`config.mk`:
```
export PLATFORM = sky130hd
export DESIGN_NAME = core_id_reg_wb_arb
export DESIGN_NICKNAME = d
export VERILOG_FILES = /design/src/rtl/core_id_reg_wb_arb.sv
export SDC_FILE = /design/constraint.sdc
export NUM_CORES = 1
export LEC_CHECK = 0
export CAP_MARGIN = 15
export CORE_MARGIN = 4
export CORE_UTILIZATION = 30
export DETAILED_ROUTE_END_ITERATION = 7
export HOLD_SLACK_MARGIN = 0.03
export PLACE_DENSITY = 0.82
export SETUP_SLACK_MARGIN = 0.4
export SLEW_MARGIN = 10
export SYNTH_ARGS = -nofsm -noshare
export SYNTH_HDL_FRONTEND = slang
export SYNTH_SLANG_ARGS = --single-unit
```
`constraint.sdc`:
```
create_clock -name clk -period 2.5 [get_ports clk]
set_input_delay 0.625 -clock clk [delete_from_list [all_inputs] [get_ports clk]]
set_output_delay 0.625 -clock clk [all_outputs]
set_load 0.005 [all_outputs]
```
`src/rtl/core_id_reg_wb_arb.sv`:
```
// ID-stage register file write-port controller: zero-init sequence, EX/LS writeback arbitration.
// Optional same-edge read bypass enabled by defining CORE_ID_REG_WB_BYPASS_EN.
module core_id_reg_wb_arb #(
  parameter int unsigned STARVE_LIMIT = 3
) (
  input  logic        clk,
  input  logic        rst_n,
  input  logic        ex_valid,
  output logic        ex_ready,
  input  logic [4:0]  ex_addr,
  input  logic [31:0] ex_data,
  input  logic        ls_valid,
  output logic        ls_ready,
  input  logic [4:0]  ls_addr,
  input  logic [31:0] ls_data,
  output logic        rf_write_en,
  output logic [4:0]  rf_write_addr,
  output logic [31:0] rf_write_data,
  output logic        init_done,
  input  logic [4:0]  rd0_addr,
  input  logic [4:0]  rd1_addr,
  input  logic [31:0] rf_rd0_data,
  input  logic [31:0] rf_rd1_data,
  output logic [31:0] rd0_data,
  output logic [31:0] rd1_data
);

  // state  | meaning
  // S_INIT | writing zero to x0..x31, no grants
  // S_RUN  | arbitrating EX/LS writebacks, left only by reset
  typedef enum logic {S_INIT, S_RUN} state_t;

  localparam logic [3:0] LIMIT = 4'(STARVE_LIMIT);

  state_t     state;
  logic [4:0] init_cnt;
  logic [3:0] starve_cnt;
  logic       run;
  logic       ex_prio;

  assign run      = (state == S_RUN);
  assign ex_prio  = (starve_cnt == LIMIT);
  assign ex_ready = run & ex_valid & (~ls_valid | ex_prio);
  assign ls_ready = run & ls_valid & ~(ex_valid & ex_prio);

  always_ff @(posedge clk) begin
    if (!rst_n) begin
      state         <= S_INIT;
      init_cnt      <= '0;
      starve_cnt    <= '0;
      init_done     <= 1'b0;
      rf_write_en   <= 1'b0;
      rf_write_addr <= '0;
      rf_write_data <= '0;
    end else begin
      case (state)
        S_INIT: begin
          rf_write_en   <= 1'b1;
          rf_write_addr <= init_cnt;
          rf_write_data <= '0;
          init_cnt      <= init_cnt + 5'd1;
          if (init_cnt == 5'd31) begin
            state     <= S_RUN;
            init_done <= 1'b1;
          end
        end
        S_RUN: begin
          // x0 writes are accepted but never reach the file
          if (ex_ready) begin
            rf_write_en   <= (ex_addr != 5'd0);
            rf_write_addr <= ex_addr;
            rf_write_data <= ex_data;
          end else if (ls_ready) begin
            rf_write_en   <= (ls_addr != 5'd0);
            rf_write_addr <= ls_addr;
            rf_write_data <= ls_data;
          end else begin
            rf_write_en   <= 1'b0;
          end
          if (ex_valid && !ex_ready) begin
            if (starve_cnt != LIMIT) starve_cnt <= starve_cnt + 4'd1;
          end else begin
            starve_cnt <= '0;
          end
        end
        default: state <= S_INIT;
      endcase
    end
  end

`ifdef CORE_ID_REG_WB_BYPASS_EN
  logic        hit0;
  logic        hit1;
  logic [31:0] byp_data;

  // The file returns pre-write data for a same-edge read; remember the write to patch it.
  always_ff @(posedge clk) begin
    if (!rst_n) begin
      hit0     <= 1'b0;
      hit1     <= 1'b0;
      byp_data <= '0;
    end else begin
      hit0     <= rf_write_en && (rd0_addr == rf_write_addr);
      hit1     <= rf_write_en && (rd1_addr == rf_write_addr);
      byp_data <= rf_write_data;
    end
  end

  assign rd0_data = hit0 ? byp_data : rf_rd0_data;
  assign rd1_data = hit1 ? byp_data : rf_rd1_data;
`else
  logic unused_rd_addr;
  assign unused_rd_addr = ^{rd0_addr, rd1_addr};
  assign rd0_data = rf_rd0_data;
  assign rd1_data = rf_rd1_data;
`endif

endmodule
```
==> reports/metrics.cfg <==
[synth]
synth-seq-cells = 49
synth_warnings = 0
ys_seq_area_share_pct = 36.8
syn-instance-count = 277
synth_area_sq_mm = 0.00267
async_flop_share_pct = 0
synth_ff_type = dfxtp_1
ys_types = 41
avgSynthCellArea_sq_um = 9.63
syn-num-nets = 432
synth-edff-count = 0

[pwr]
ir_drop_mv = 0.216
powerDensity_mw_per_mm2 = 436
leakage_nw = 1.57

[worst_setup_path]
critical_path_peak_fanout = 3
end_kind = output port
start_kind = flip-flop
reg2reg_depth = 11
required_ns = 1.88
critPathKind = reg2out
crit_arrival_ns = 1.54

[grt]
grtUsageTotal_pct = 14.7
grt_max_degree = 33
grt_overflow_total = 0
grt_first_pass_wirelength_um = 12000
antenna_found_initial = 0
grt_pass1_vias = 2390

[clocking]
path_clk_slew_ns = 0.10
cts_tree = built
clk_latency_ns = 0.30
clockBufferDepth = 2
cts.sinks = 49
h-tree-depth = 2
cts_root_buf = clkbuf_8
numCtsBuffers = 5
hold_buffers = 0

[detailed_routing]
detail-route-antenna-nets = 0
vias = 2332
drc = 0
initialDrtViolationCount = 77
routedWlPerCell_um = 18.6
drt_pass1_iterations = 4
wirelength_um = 8530
via_per_inst = 5.09

[timing]
timing.final.crit_period_ns = 2.16
finalHoldViolations = 0
tightest_slew_ns = 0.382
fmax_mhz = 462
rsz0062_at_grt = true
skew_ns = 0.0148
min_period_over_period_pct = 86.6
worst_slack_ns = 0.335
final_max_slew_viol_count = 0
max_slew_margin_pct = 74.5
setup_viol_count_final = 0

[cells_and_area]
final_util_pct = 43.7
antenna_cells = 0
layout-drive-gt1-share_pct = 14.6
seq_area_sq_um = 983
multi_input_area_sq_mm = 0.00105
finalNetCount = 504
area_growth_pct = 42.1
n_fill_cell = 823
final_area_sq_mm = 0.00379

[place]
hpwl_um = 6220
port_buffers = 118
place_area_sq_mm = 0.00348
routabilityCongestion = 0.868
post-place-ws_ns = -0.146

[min_path]
min_path_type = reg2reg
hold_depth = 2

[die]
dieArea_sq_mm = 0.0105
rows = 34
die_x_um = 102
initial_core_util_pct = 30.7
die_y_um = 102
pin_count = 257
core_area_sq_mm = 0.00868

[flow_run]
maxCapViolCount = 0

[status]
outcome = finished, final reports clean

==> registers in the layout, summed over array words and instances (netlist names) <==
register and flops:
init_cnt 5, starve_cnt 4, rf_write_en 1, rf_write_addr 5
run 1, init_done 1, rf_write_data 32
==> worst max-delay path, stage by stage (launching register included) <==
cell      delay, ns
dfxtp_2        0.36
ha_4           0.13
or3b_4         0.40
a21o_4         0.22
clkinv_2       0.05
buf_6          0.08
==> cells in the final DEF, fill, tap and decap left out, types with 2 or more instances in the layout <==
cell type,instances
mux2i_1,2
ha_1,2
o221ai_1,2
a21oi_1,3
dfxtp_1,47
and2_1,5
o21ai_0,3
bufinv_16,2
buf_4,21
nand4_1,3
nand2_1,9
a31oi_1,3
o21ai_1,6
nor2_1,4
inv_1,2
clkdlybuf4s50_1,114
buf_6,7
dfxtp_2,2
nor2b_1,6
nor3_1,2
clkbuf_16,2
a221o_1,32
clkbuf_8,5
xnor2_1,4
a221oi_1,2
nand3_1,2
and3_1,35
clkinv_2,2
==> through the flow <==
stage	hold WS, ns	instances	power [W]	setup TNS (ns)
final	0.496	458	0.00165	0
after global routing	0.543	458	0.00172	0
after CTS	0.507	453	0.00167	0
after detailed placement	0.483	436	0.00100	-0.234
after global placement	0.460	436	0.000999	-0.204
after floorplan	0.448	277	0.000929	0
==> cell usage after synthesis, drive strengths merged, types with 2 or more instances <==
cell type | n | area share, %
mux2i | 2 | 0.75
inv | 2 | 0.28
nor2 | 5 | 0.70
ha | 3 | 1.4
nor2b | 7 | 1.6
nor3 | 2 | 0.38
clkbuf | 9 | 1.3
a221o | 32 | 12
dfxtp | 49 | 37
a21oi | 3 | 0.56
a221oi | 2 | 0.66
nand2 | 9 | 1.3
and2 | 6 | 1.5
o221ai | 2 | 0.66
xnor2 | 4 | 1.3
buf | 74 | 23
a31oi | 3 | 0.70
nand3 | 2 | 0.38
o21ai | 10 | 2.0
nand4 | 3 | 0.70
and3 | 35 | 8.2
==> metal layers <==
metal / GRT usage, % / vias to the layer above / wire length, um
met1: 16.6 / 1085 / 3170
met5: 0 / - / 0
met2: 25.8 / 128 / 4280
met4: 5.55 / 0 / 192
li1: - / 1095 / -
met3: 4.64 / 24 / 888
==> kinds of logic (layout without fill, tap and decap cells) <==
| group | Yosys count | after routing | share of synthesized area, % |
|---|---|---|---|
| buf+inv | 86 | 159 | 24.6 |
| simple gates | 75 | 75 | 16.6 |
| compound gates | 58 | 58 | 18.6 |
| flops | 49 | 49 | 36.8 |
| xor+xnor | 4 | 4 | 1.31 |
| fa+ha+maj | 3 | 3 | 1.41 |
| mux | 2 | 2 | 0.750 |
==> power breakdown <==
group,leakage [nW],switching (W),internal (W)
Clock,0.0681,0.000259,0.000397
Sequential,0.397,0.00000643,0.000787
Combinational,1.10,0.0000591,0.000143
Total,1.57,0.000325,0.00133
==> final timing paths <==
kind                 start           endpoint  slack (ns)
min reg2reg    init_cnt[3]   rf_write_addr[3]        0.50
max reg2reg  starve_cnt[1]  rf_write_data[28]        0.34
max          starve_cnt[1]           ex_ready        0.34
min            init_cnt[3]   rf_write_addr[3]        0.50
==> area by class of cell <==
type	instances	share of cell area, %
tap	108	3.56
inverter	3	0.330
timing repair buffer	148	38.9
multi-input combinational	142	27.8
sequential	49	25.9
clock buffer	5	1.82
clock inverter	3	1.72
==> repair_timing <==
action                     in CTS  in global routing
pin swaps                       4                  4
gates cloned                    0                  3
resized for setup              15                  6
setup endpoints to repair       2                 34
buffers inserted                9                  2
Power figures use the tool's default switching activity.
